File: config.mk
export PLATFORM = sky130hd
export DESIGN_NAME = diff_serial_tx
export DESIGN_NICKNAME = d
export VERILOG_FILES = /design/src/rtl/diff_serial_tx.sv
export SDC_FILE = /design/constraint.sdc
export NUM_CORES = 1
export LEC_CHECK = 0
export ABC_CLOCK_PERIOD_IN_PS = 1300
export CORE_MARGIN = 2
export CORE_UTILIZATION = 45
export DETAILED_ROUTE_END_ITERATION = 8
export GPL_ROUTABILITY_DRIVEN = 0
export PLACE_DENSITY = 0.81
export RECOVER_POWER = 50
export SLEW_MARGIN = 20
export SYNTH_ARGS = -nofsm -noshare
export SYNTH_HDL_FRONTEND = slang
export SYNTH_SLANG_ARGS = --single-unit
File: constraint.sdc
create_clock -name clk -period 1.3 [get_ports clk]
set_input_delay 0.39 -clock clk [delete_from_list [all_inputs] [get_ports clk]]
set_output_delay 0.39 -clock clk [all_outputs]
set_load 0.01 [all_outputs]
File: src/rtl/diff_serial_tx.sv
// diff_serial_tx: differential-encoding serial transmitter (XNOR line code).
// A word accepted on valid/ready goes out LSB first as start, data,
// optional parity, stop. A data 1 holds the line level and a 0 toggles it.
// Ports: clk, reset (sync, active-high), data_in[WIDTH], valid -> ready,
//   line_out (registered line), busy (frame active), done (stop cycle).
// Optional feature: define DIFF_TX_PARITY_EN to add an even-parity bit.
module diff_serial_tx #(
   parameter int WIDTH = 8
) (
   input  logic             clk,
   input  logic             reset,
   input  logic [WIDTH-1:0] data_in,
   input  logic             valid,
   output logic             ready,
   output logic             line_out,
   output logic             busy,
   output logic             done
);

   localparam int CW = $clog2(WIDTH);
   localparam logic [CW-1:0] LAST = CW'(WIDTH - 1);

`ifdef DIFF_TX_PARITY_EN
   typedef enum logic [2:0] {
      S_IDLE, S_START, S_DATA, S_PARITY, S_STOP
   } state_t;
`else
   typedef enum logic [1:0] {
      S_IDLE, S_START, S_DATA, S_STOP
   } state_t;
`endif

   state_t           state_q, state_d;
   logic             line_q, line_d;
   logic [WIDTH-1:0] shift_q, shift_d;
   logic [CW-1:0]    cnt_q, cnt_d;
`ifdef DIFF_TX_PARITY_EN
   logic             par_q, par_d;
`endif

   // The line register is loaded with the level of the *next* cycle,
   // so every state computes the symbol shown in the following cycle.
   always_comb begin
      state_d = state_q;
      line_d  = line_q;
      shift_d = shift_q;
      cnt_d   = cnt_q;
`ifdef DIFF_TX_PARITY_EN
      par_d   = par_q;
`endif
      unique case (state_q)
         S_IDLE: begin
            if (valid) begin
               shift_d = data_in;
               cnt_d   = '0;
               line_d  = ~line_q;
               state_d = S_START;
`ifdef DIFF_TX_PARITY_EN
               par_d   = ^data_in;
`endif
            end
         end
         S_START: begin
            line_d  = shift_q[0] ? line_q : ~line_q;
            shift_d = shift_q >> 1;
            state_d = S_DATA;
         end
         S_DATA: begin
            if (cnt_q == LAST) begin
`ifdef DIFF_TX_PARITY_EN
               line_d  = par_q ? line_q : ~line_q;
               state_d = S_PARITY;
`else
               state_d = S_STOP;
`endif
            end else begin
               line_d  = shift_q[0] ? line_q : ~line_q;
               shift_d = shift_q >> 1;
               cnt_d   = cnt_q + CW'(1);
            end
         end
`ifdef DIFF_TX_PARITY_EN
         S_PARITY: begin
            state_d = S_STOP;
         end
`endif
         S_STOP: begin
            state_d = S_IDLE;
         end
         default: begin
            state_d = S_IDLE;
         end
      endcase
   end

   always_ff @(posedge clk) begin
      if (reset) begin
         state_q <= S_IDLE;
         line_q  <= 1'b1;
         shift_q <= '0;
         cnt_q   <= '0;
`ifdef DIFF_TX_PARITY_EN
         par_q   <= 1'b0;
`endif
      end else begin
         state_q <= state_d;
         line_q  <= line_d;
         shift_q <= shift_d;
         cnt_q   <= cnt_d;
`ifdef DIFF_TX_PARITY_EN
         par_q   <= par_d;
`endif
      end
   end

   assign ready    = (state_q == S_IDLE);
   assign busy     = (state_q != S_IDLE);
   assign done     = (state_q == S_STOP);
   assign line_out = line_q;

endmodule

# After elaboration in Yosys (flattened, before gate mapping)
# Cells that the tools add are included.
classes:
  bitwise: 1
  n_shift: 0
  div_mod_pow: 0
  multipliers: 0
  n_lt_le_gt_ge: 0
  muxes: 13
  n_reduce_logical: 7
  addsub: 1
  n_eq_ne: 7
ops:
  columns: ["operator", "count"]
  rows:
  - ["$pmux W8 S3", 1]
  - ["$mux W8", 2]
  - ["$pmux W2 S4", 1]
  - ["$mux W3", 2]
  - ["$ne A2 B2 Y1 const B", 3]
  - ["$pmux W3 S2", 1]
  - ["$reduce_and A3 Y1", 2]
  - ["$eq A2 B2 Y1 const B", 2]
  - ["$mux W2", 2]
  - ["$reduce_bool A2 Y1", 2]
  - ["$add A3 B1 Y3 const B", 1]
  - ["$eq A3 B3 Y1 const B", 1]
  - ["$mux W1", 3]
  - ["$pmux W1 S3", 1]
  - ["$reduce_bool A3 Y1", 1]
  - ["$eq A2 B1 Y1 const B", 1]
  - ["$logic_not A2 Y1", 1]
  - ["$reduce_and A2 Y1", 1]
  - ["$not A1 Y1", 1]
totals:
  latchBits: 0
  mem_bits_rw: 0
  rom_bits: 0
  regBits: 14
  input_bits: 11
  n_memories: 0

# Logic depth before layout (Yosys ltp)
# Gate-level depths: netlist (run 1).
depth:
  word_depth: 4
  mapped_depth: 7
  mapped_depth_nobuf: 5

# Least setup slack after synthesis (run 1)
# No wires, ideal clock.
synth_path:
  path_type: "register -> register"
  start: "register state_q[0]"
  end: "register line_q (netlist: line_out)"
  setup_slack_ns: -0.113
  path_stages_with_launch: 7
  setup_time_ns: 0.114
  required_time_ns: 1.186
  t_arrival_ns: 1.299
  path_buffers: 1
  cell_sequence: "dfxtp_1 inv_1 ha_1 buf_2 nand2_1 a31o_1 a21o_1"
synth_between:
  elab_chain_len: 3
  elab_cells_between_ends: 8
  cone_classes: "eq/ne (4); mux (1); reduce/logical (3)"
synth_lines:
  columns: ["element", "line", "text"]
  rows:
  - ["from (decl)", "33", "state_t state_q, state_d;"]
  - ["from (signal assigned)", "106", "state_q <= state_d;"]
  - ["$eq A2 B2 Y1 (tied with other cells)", "51", "unique case (state_q)"]
  - ["$ne A2 B2 Y1 (no source line) or $reduce_bool A3 Y1 (tied branches)", null, null]
  - ["$reduce_and A3 Y1 (no source line)", null, null]
  - ["to (signal assigned)", "107", "line_q <= line_d;"]
  - ["to (decl)", "34", "logic line_q, line_d;"]
# Parallel ways exist; a longest one is shown, timed or not.
# A chain may end at the register's enable or synchronous reset.

# Final worst setup path (run 1)
layout_path:
  start: "register state_q[0]"
  end: "register shift_q[5]"
layout_between:
  elab_chain_len: 3
  elab_cells_between_ends: 8
  cone_classes: "eq/ne (4); mux (1); reduce/logical (3)"
layout_lines:
  columns: ["element", "line", "text"]
  rows:
  - ["$eq A2 B2 Y1 (tied with other cells)", "51", null]
  - ["$ne A2 B2 Y1 (no source line) or $reduce_bool A3 Y1 (tied branches)", null, null]
  - ["$reduce_and A3 Y1 (no source line)", null, null]
  - ["to (signal assigned)", "108", "shift_q <= shift_d;"]
  - ["to (decl)", "35", "logic [WIDTH-1:0] shift_q, shift_d;"]
# Parallel ways exist; a longest one is shown, timed or not.

==> flow_summary.json, run 1 <==
{
  "status": "finished with violations",
  "failed_checks": "negative setup slack",
  "dr_wl_met2_um": 1100,
  "fmax_mhz": 667,
  "rows": 15,
  "setup_slack_ps": -200,
  "die_width_um": 46.0,
  "drv_cap": 0,
  "setup_tns_ps": -1650,
  "wl_met3_um": 127,
  "syn_area_per_cell_um2": 9.81,
  "rsz0062_at_grt": "yes",
  "cp.required_ps": 1530,
  "drive_gt1_share_pct": 54.8,
  "antenna_cells": 0,
  "critical_path_class": "register to register",
  "multiInputGateArea_um2": 603,
  "p_per_area_nw_per_um2": 2290,
  "grt_max_degree": 10,
  "avgRoutedWirePerCell_um": 17.6,
  "cp_slowest_cell": "dfxtp_4",
  "core_um2": 1690,
  "antenna_found_initial": 0,
  "critPathMaxFanout": 5,
  "ys_seq_area_share_pct": 35.3,
  "critical-path-max-stage-delay_ps": 390,
  "cp.arrival_ps": 1730,
  "place_hpwl_um": 1250,
  "dieArea_um2": 2120,
  "root_buffer": "clkbuf_4",
  "period_share_pct": 115,
  "drt-vias-per-instance": 5.89,
  "ctsHoldBuffers": 0,
  "cts_sinks": 14,
  "cts.clk_slew.worst_paths_ps": 100,
  "critPathTopFamily": "compound AO/OA/AOI/OAI gates",
  "drcViolationCount": 0,
  "ys_warn_count": 0,
  "path_cells": "inv_4, buf_6, ha_4, a21oi_4, buf_6, buf_6, a21oi_4, a211oi_2",
  "peakVddDrop_mv": 1.75,
  "grt_pass1_wl_um": 3210,
  "io_pins": 15,
  "grt_pass1_vias": 721,
  "wl_um": 2320,
  "drt_pass1_iterations": 4,
  "cpMostUsedCell": "buf_6",
  "critPathBufInv": 4,
  "area_growth_pct": 63.0,
  "layout.nets": 132,
  "endpoint_kind": "register",
  "ys_ff_latch": 14,
  "dp_cells": 119,
  "finalHoldViolCount": 0,
  "synth_cells": 81,
  "final.setup_skew_ps": 2.55,
  "cts_tree": "done",
  "syn_nets": 97,
  "met1_length_um": 1030,
  "clk_path_buf_depth": 2,
  "worst_pin_slew_ps": 346,
  "drt_iter0_markers": 19,
  "p_leak_nw": 0.507,
  "maxUsedRoutingLayer": "met4",
  "syn_area_um2": 795,
  "clk_latency_ps": 300,
  "fillCellCount": 114,
  "cts-htree-levels": 1,
  "numCtsBuffers": 3,
  "relSlewSlack_pct": 76.9,
  "utilization_pct": 76.7,
  "finalSetupViolations": 15,
  "initial_core_util_pct": 47.0,
  "yosysUniqueCellTypes": 26,
  "vias": 777,
  "ant_nets": 0,
  "grt_use_total_pct": 21.4,
  "stdcell_count": 132,
  "die_h_um": 46.0,
  "regArea_um2": 288,
  "grt_overflow_total": 0,
  "io_buffers": 14,
  "holdWs_ps": 514,
  "min_period_ps": 1500,
  "power_w": 0.00296,
  "drv_slew": 0,
  "hold_path_class": "register to register",
  "start_kind": "register"
}
==> cell usage after synthesis <==
| master | number | area, um^2 |
|---|---|---|
| a211oi_2 | 7 | 87.6 |
| a21o_1 | 2 | 15.0 |
| a21oi_1 | 12 | 60.1 |
| a21oi_2 | 1 | 8.76 |
| a31o_1 | 1 | 8.76 |
| and2_1 | 2 | 12.5 |
| and2_4 | 1 | 8.76 |
| buf_1 | 1 | 3.75 |
| buf_2 | 2 | 10.0 |
| buf_6 | 3 | 33.8 |
| dfxtp_1 | 14 | 280 |
| ha_1 | 5 | 62.6 |
| inv_1 | 3 | 11.3 |
| mux2i_1 | 8 | 80.1 |
| nand2_1 | 1 | 3.75 |
| nand2b_1 | 3 | 18.8 |
| nand3_1 | 2 | 10.0 |
| nand3b_1 | 1 | 7.51 |
| nand4_1 | 1 | 6.26 |
| nand4b_1 | 2 | 17.5 |
| nor2_1 | 2 | 7.51 |
| nor3_1 | 1 | 5.00 |
| nor3b_1 | 1 | 7.51 |
| o21ai_0 | 3 | 15.0 |
| o21ai_1 | 1 | 5.00 |
| or2b_1 | 1 | 7.51 |
==> per-stage QoR <==
stage / setup slack (ps) / instance area [um^2]
3_5_place_dp: -364 / 1040
3_3_place_gp: -334 / 1040
5_1_grt: -229 / 1290
4_1_cts: -79.4 / 1180
6_report: -200 / 1290
2_1_floorplan: -3.52 / 836
==> sequential cells by signal (all words and copies together), names as in the netlist <==
register and cells:
line_out 1, state_q 2, shift_q 8, cnt_q 3
==> timing repair <==
item                                    in CTS  in global routing
gates resized for setup                     42                 18
setup buffers                                2                  8
endpoints found under the setup margin      18                 18
pin swaps                                   15                  8
==> tightest hold or removal path: cells and delay by family, from the launching register on <==
kind             cells  cell delay, ps
flip-flops           1             330
AO/OA/AOI/OAI        1              60
AND/OR/NAND/NOR      1              90
==> area by class of cell <==
type	instances	area share [%]
clock buffers	4	2.80
inverters	3	1.06
multi-input cells	58	46.6
flip-flops and latches	14	22.2
well taps	17	1.64
repair buffers	36	25.7
==> logic make-up after synthesis <==
| kind of cell | synth area share [%] |
|---|---|
| AO/OA/AOI/OAI | 25.2 |
| adder cells (fa/ha/maj) | 7.87 |
| buffers and inverters | 7.40 |
| flip-flops | 35.3 |
| multiplexers | 10.1 |
| AND/OR/NAND/NOR | 14.2 |
==> power by group <==
group | switching [W] | leakage [nW] | internal [W]
Sequential | 0.000139 | 0.118 | 0.000603
Combinational | 0.000878 | 0.369 | 0.000993
Clock | 0.000178 | 0.0210 | 0.000171
==> per-layer routing <==
metal  track usage, %  vias to the layer above
met3             4.76                        6
met2             35.3                       30
met5                0                        -
met4             8.57                        0
li1                 -                      360
met1             26.7                      381
==> worst paths after layout <==
kind                                 start         end  slack [ps]  depth (start not counted)
worst max register to register  state_q[0]  shift_q[5]        -200                          8
worst min-delay path            shift_q[7]  shift_q[7]         510                          2
worst min register to register  shift_q[7]  shift_q[7]         510                          2
worst max-delay path            state_q[0]  shift_q[5]        -200                          8
==> cell usage in the layout, fill, tap and decap left out, types with 3 or more instances in the layout <==
cell,Yosys,final
a211oi_2,7,7
a21oi_1,12,5
a21oi_2,1,4
a21oi_4,0,4
buf_4,0,14
buf_6,3,9
clkbuf_4,0,3
clkdlybuf4s50_1,0,9
dfxtp_1,14,10
dfxtp_2,0,3
ha_4,0,4
mux2i_1,8,7
o21ai_1,1,3
(Power assumes the default switching activity.)
==> run 2, diff against run 1 <==
Settings changed: ABC_CLOCK_PERIOD_IN_PS 1300 to 1900, CORE_UTILIZATION 45 to 49, PLACE_DENSITY 0.81 to 0.84.
Clock period 1.3 ns to 1.9 ns, I/O delays scaled along.
==> run 2 against run 1 <==
The flow now finishes without violations. Sequential cell count stayed put. Power fell by 51%. First-iteration DRC count shrank 5.3%. Sequential share of layout area rose by 6.9 points. Hold slack got worse by 15 ps. Critical path depth down 4. Wire length shrank 32%. Register-to-register slack gained 460 ps. Count of clock-buffer cells in the layout did not move. Core utilization decreased by 12 points. Final area decreased by 25%. Clock power fell by 40%. Critical endpoint is now busy. Largest power group unchanged.
==> flow_summary.json, run 2 (synthesized netlist as in run 1, its figures left out) <==
{
  "root_buffer": "clkbuf_4",
  "p_leak_nw": 0.390,
  "hold_path_class": "register to register",
  "avgRoutedWirePerCell_um": 13.9,
  "drt-vias-per-instance": 5.63,
  "relSlewSlack_pct": 73.6,
  "io_buffers": 14,
  "finalHoldViolCount": 0,
  "die_width_um": 44.3,
  "cts-htree-levels": 1,
  "period_share_pct": 95.0,
  "rows": 14,
  "p_sw_w": 0.000565,
  "grt_pass1_vias": 604,
  "seqPwrFrac_pct": 32.8,
  "cts_resized": 6,
  "grt_pass1_wl_um": 2750,
  "core_um2": 1510,
  "drv_slew": 0,
  "status": "finished, final reports clean",
  "power_w": 0.00145,
  "final.setup_skew_ps": 4.61,
  "cp.required_ps": 1330,
  "utilization_pct": 64.5,
  "cts_setup_buffers": 0,
  "grt_use_total_pct": 19.2,
  "layout.nets": 115,
  "dieArea_um2": 1960,
  "initial_core_util_pct": 52.7,
  "critPathMaxFanout": 5,
  "finalSetupViolations": 0,
  "area_growth_pct": 22.4,
  "clk_latency_ps": 270,
  "grt_max_degree": 12,
  "die_h_um": 44.3,
  "clk_path_buf_depth": 2,
  "vias": 642,
  "sw_frac_of_total_pct": 39.0,
  "top_regs": "shift_q (8), cnt_q (3), state_q (2)",
  "fmax_mhz": 554,
  "cp.arrival_ps": 1240,
  "worst_pin_slew_ps": 394,
  "holdWs_ps": 499,
  "cts_tree": "done",
  "cts_sinks": 14,
  "p_per_area_nw_per_um2": 1490,
  "grt_overflow_total": 0,
  "drive_gt1_share_pct": 19.4,
  "clkPwrFrac_pct": 14.6,
  "antenna_found_initial": 0,
  "min_period_ps": 1810,
  "endpoint_kind": "output port",
  "setup_tns_ps": 0,
  "drt_iter0_markers": 18,
  "wl_um": 1590,
  "combinationalPowerShare_pct": 52.6,
  "ctsHoldBuffers": 0,
  "antenna_cells": 0,
  "drt_pass1_iterations": 4,
  "peakVddDrop_mv": 0.663,
  "numCtsBuffers": 3,
  "place_hpwl_um": 1180,
  "regMostFlops": "shift_q",
  "largest_reg_flops": 8,
  "io_pins": 15,
  "critical_path_class": "register to output port",
  "start_kind": "register",
  "rsz0062_at_grt": "no",
  "mostFrequentLayoutCells": "a21oi_1, dfxtp_1, clkdlybuf4s50_1",
  "drv_cap": 0,
  "ant_nets": 0,
  "drcViolationCount": 0,
  "cts.clk_slew.worst_paths_ps": 90,
  "p_int_w": 0.000883
}
==> run 2: cell types whose count changed in the layout (fill, tap and decap cells not counted), moves of 3 or more <==
cell,before,now
a21oi_2,4,1
buf_4,14,4
ha_4,4,0
inv_1,0,3
a21oi_1,5,12
o21ai_0,0,4
o21ai_1,3,0
a21oi_4,4,0
buf_6,9,0
ha_1,1,4
dlygate4sd2_1,0,3
==> run 2: worst paths after layout <==
check	cells after the start	to	start	slack (ps)
hold reg to reg	2	cnt_q[2]	cnt_q[2]	500
setup reg to reg	6	line_out	cnt_q[0]	260
setup / recovery	4	busy	state_q[1]	90
hold / removal	2	cnt_q[2]	cnt_q[2]	500
==> run 2: cell type report <==
| cell class | instances | area [um^2] |
|---|---|---|
| tap | 16 | 20.0 |
| inverter | 3 | 11.3 |
| timing repair buffer | 19 | 170 |
| fill | 134 | 534 |
| sequential | 14 | 283 |
| clock buffer | 4 | 36.3 |
| multi-input combinational | 58 | 452 |
==> run 2: worst max-delay path, stage by stage, from the launching register on <==
cell and delay (ps):
dfxtp_2 340, inv_1 80, ha_2 220, inv_1 50, dlygate4sd2_1 270
==> run 2: power by group through the flow <==
stage | logic (W) | clock network [W] | registers, W
final | 0.000762 | 0.000211 | 0.000475
after global placement | 0.000776 | 0 | 0.000471
after floorplan | 0.000617 | 0 | 0.000464
after CTS | 0.000787 | 0.000216 | 0.000473
after global routing | 0.000838 | 0.000233 | 0.000489
after detailed placement | 0.000797 | 0 | 0.000476
==> run 2: per-layer routing <==
metal | vias to the layer above | part of all wire (%) | track usage (%)
li1 | 328 | - | -
met2 | 12 | 45 | 30.9
met4 | 0 | 1.7 | 9.09
met5 | - | 0 | 0
met3 | 2 | 2.8 | 2.86
met1 | 300 | 50 | 25.3
==> run 2: metrics by stage <==
stage	setup slack, ps	instances	cell area, um^2
floorplan	487	81	795
CTS	86.0	114	982
global route	19.7	114	972
global placement	73.0	110	945
finish	94.6	114	972
detailed placement	17.7	110	945
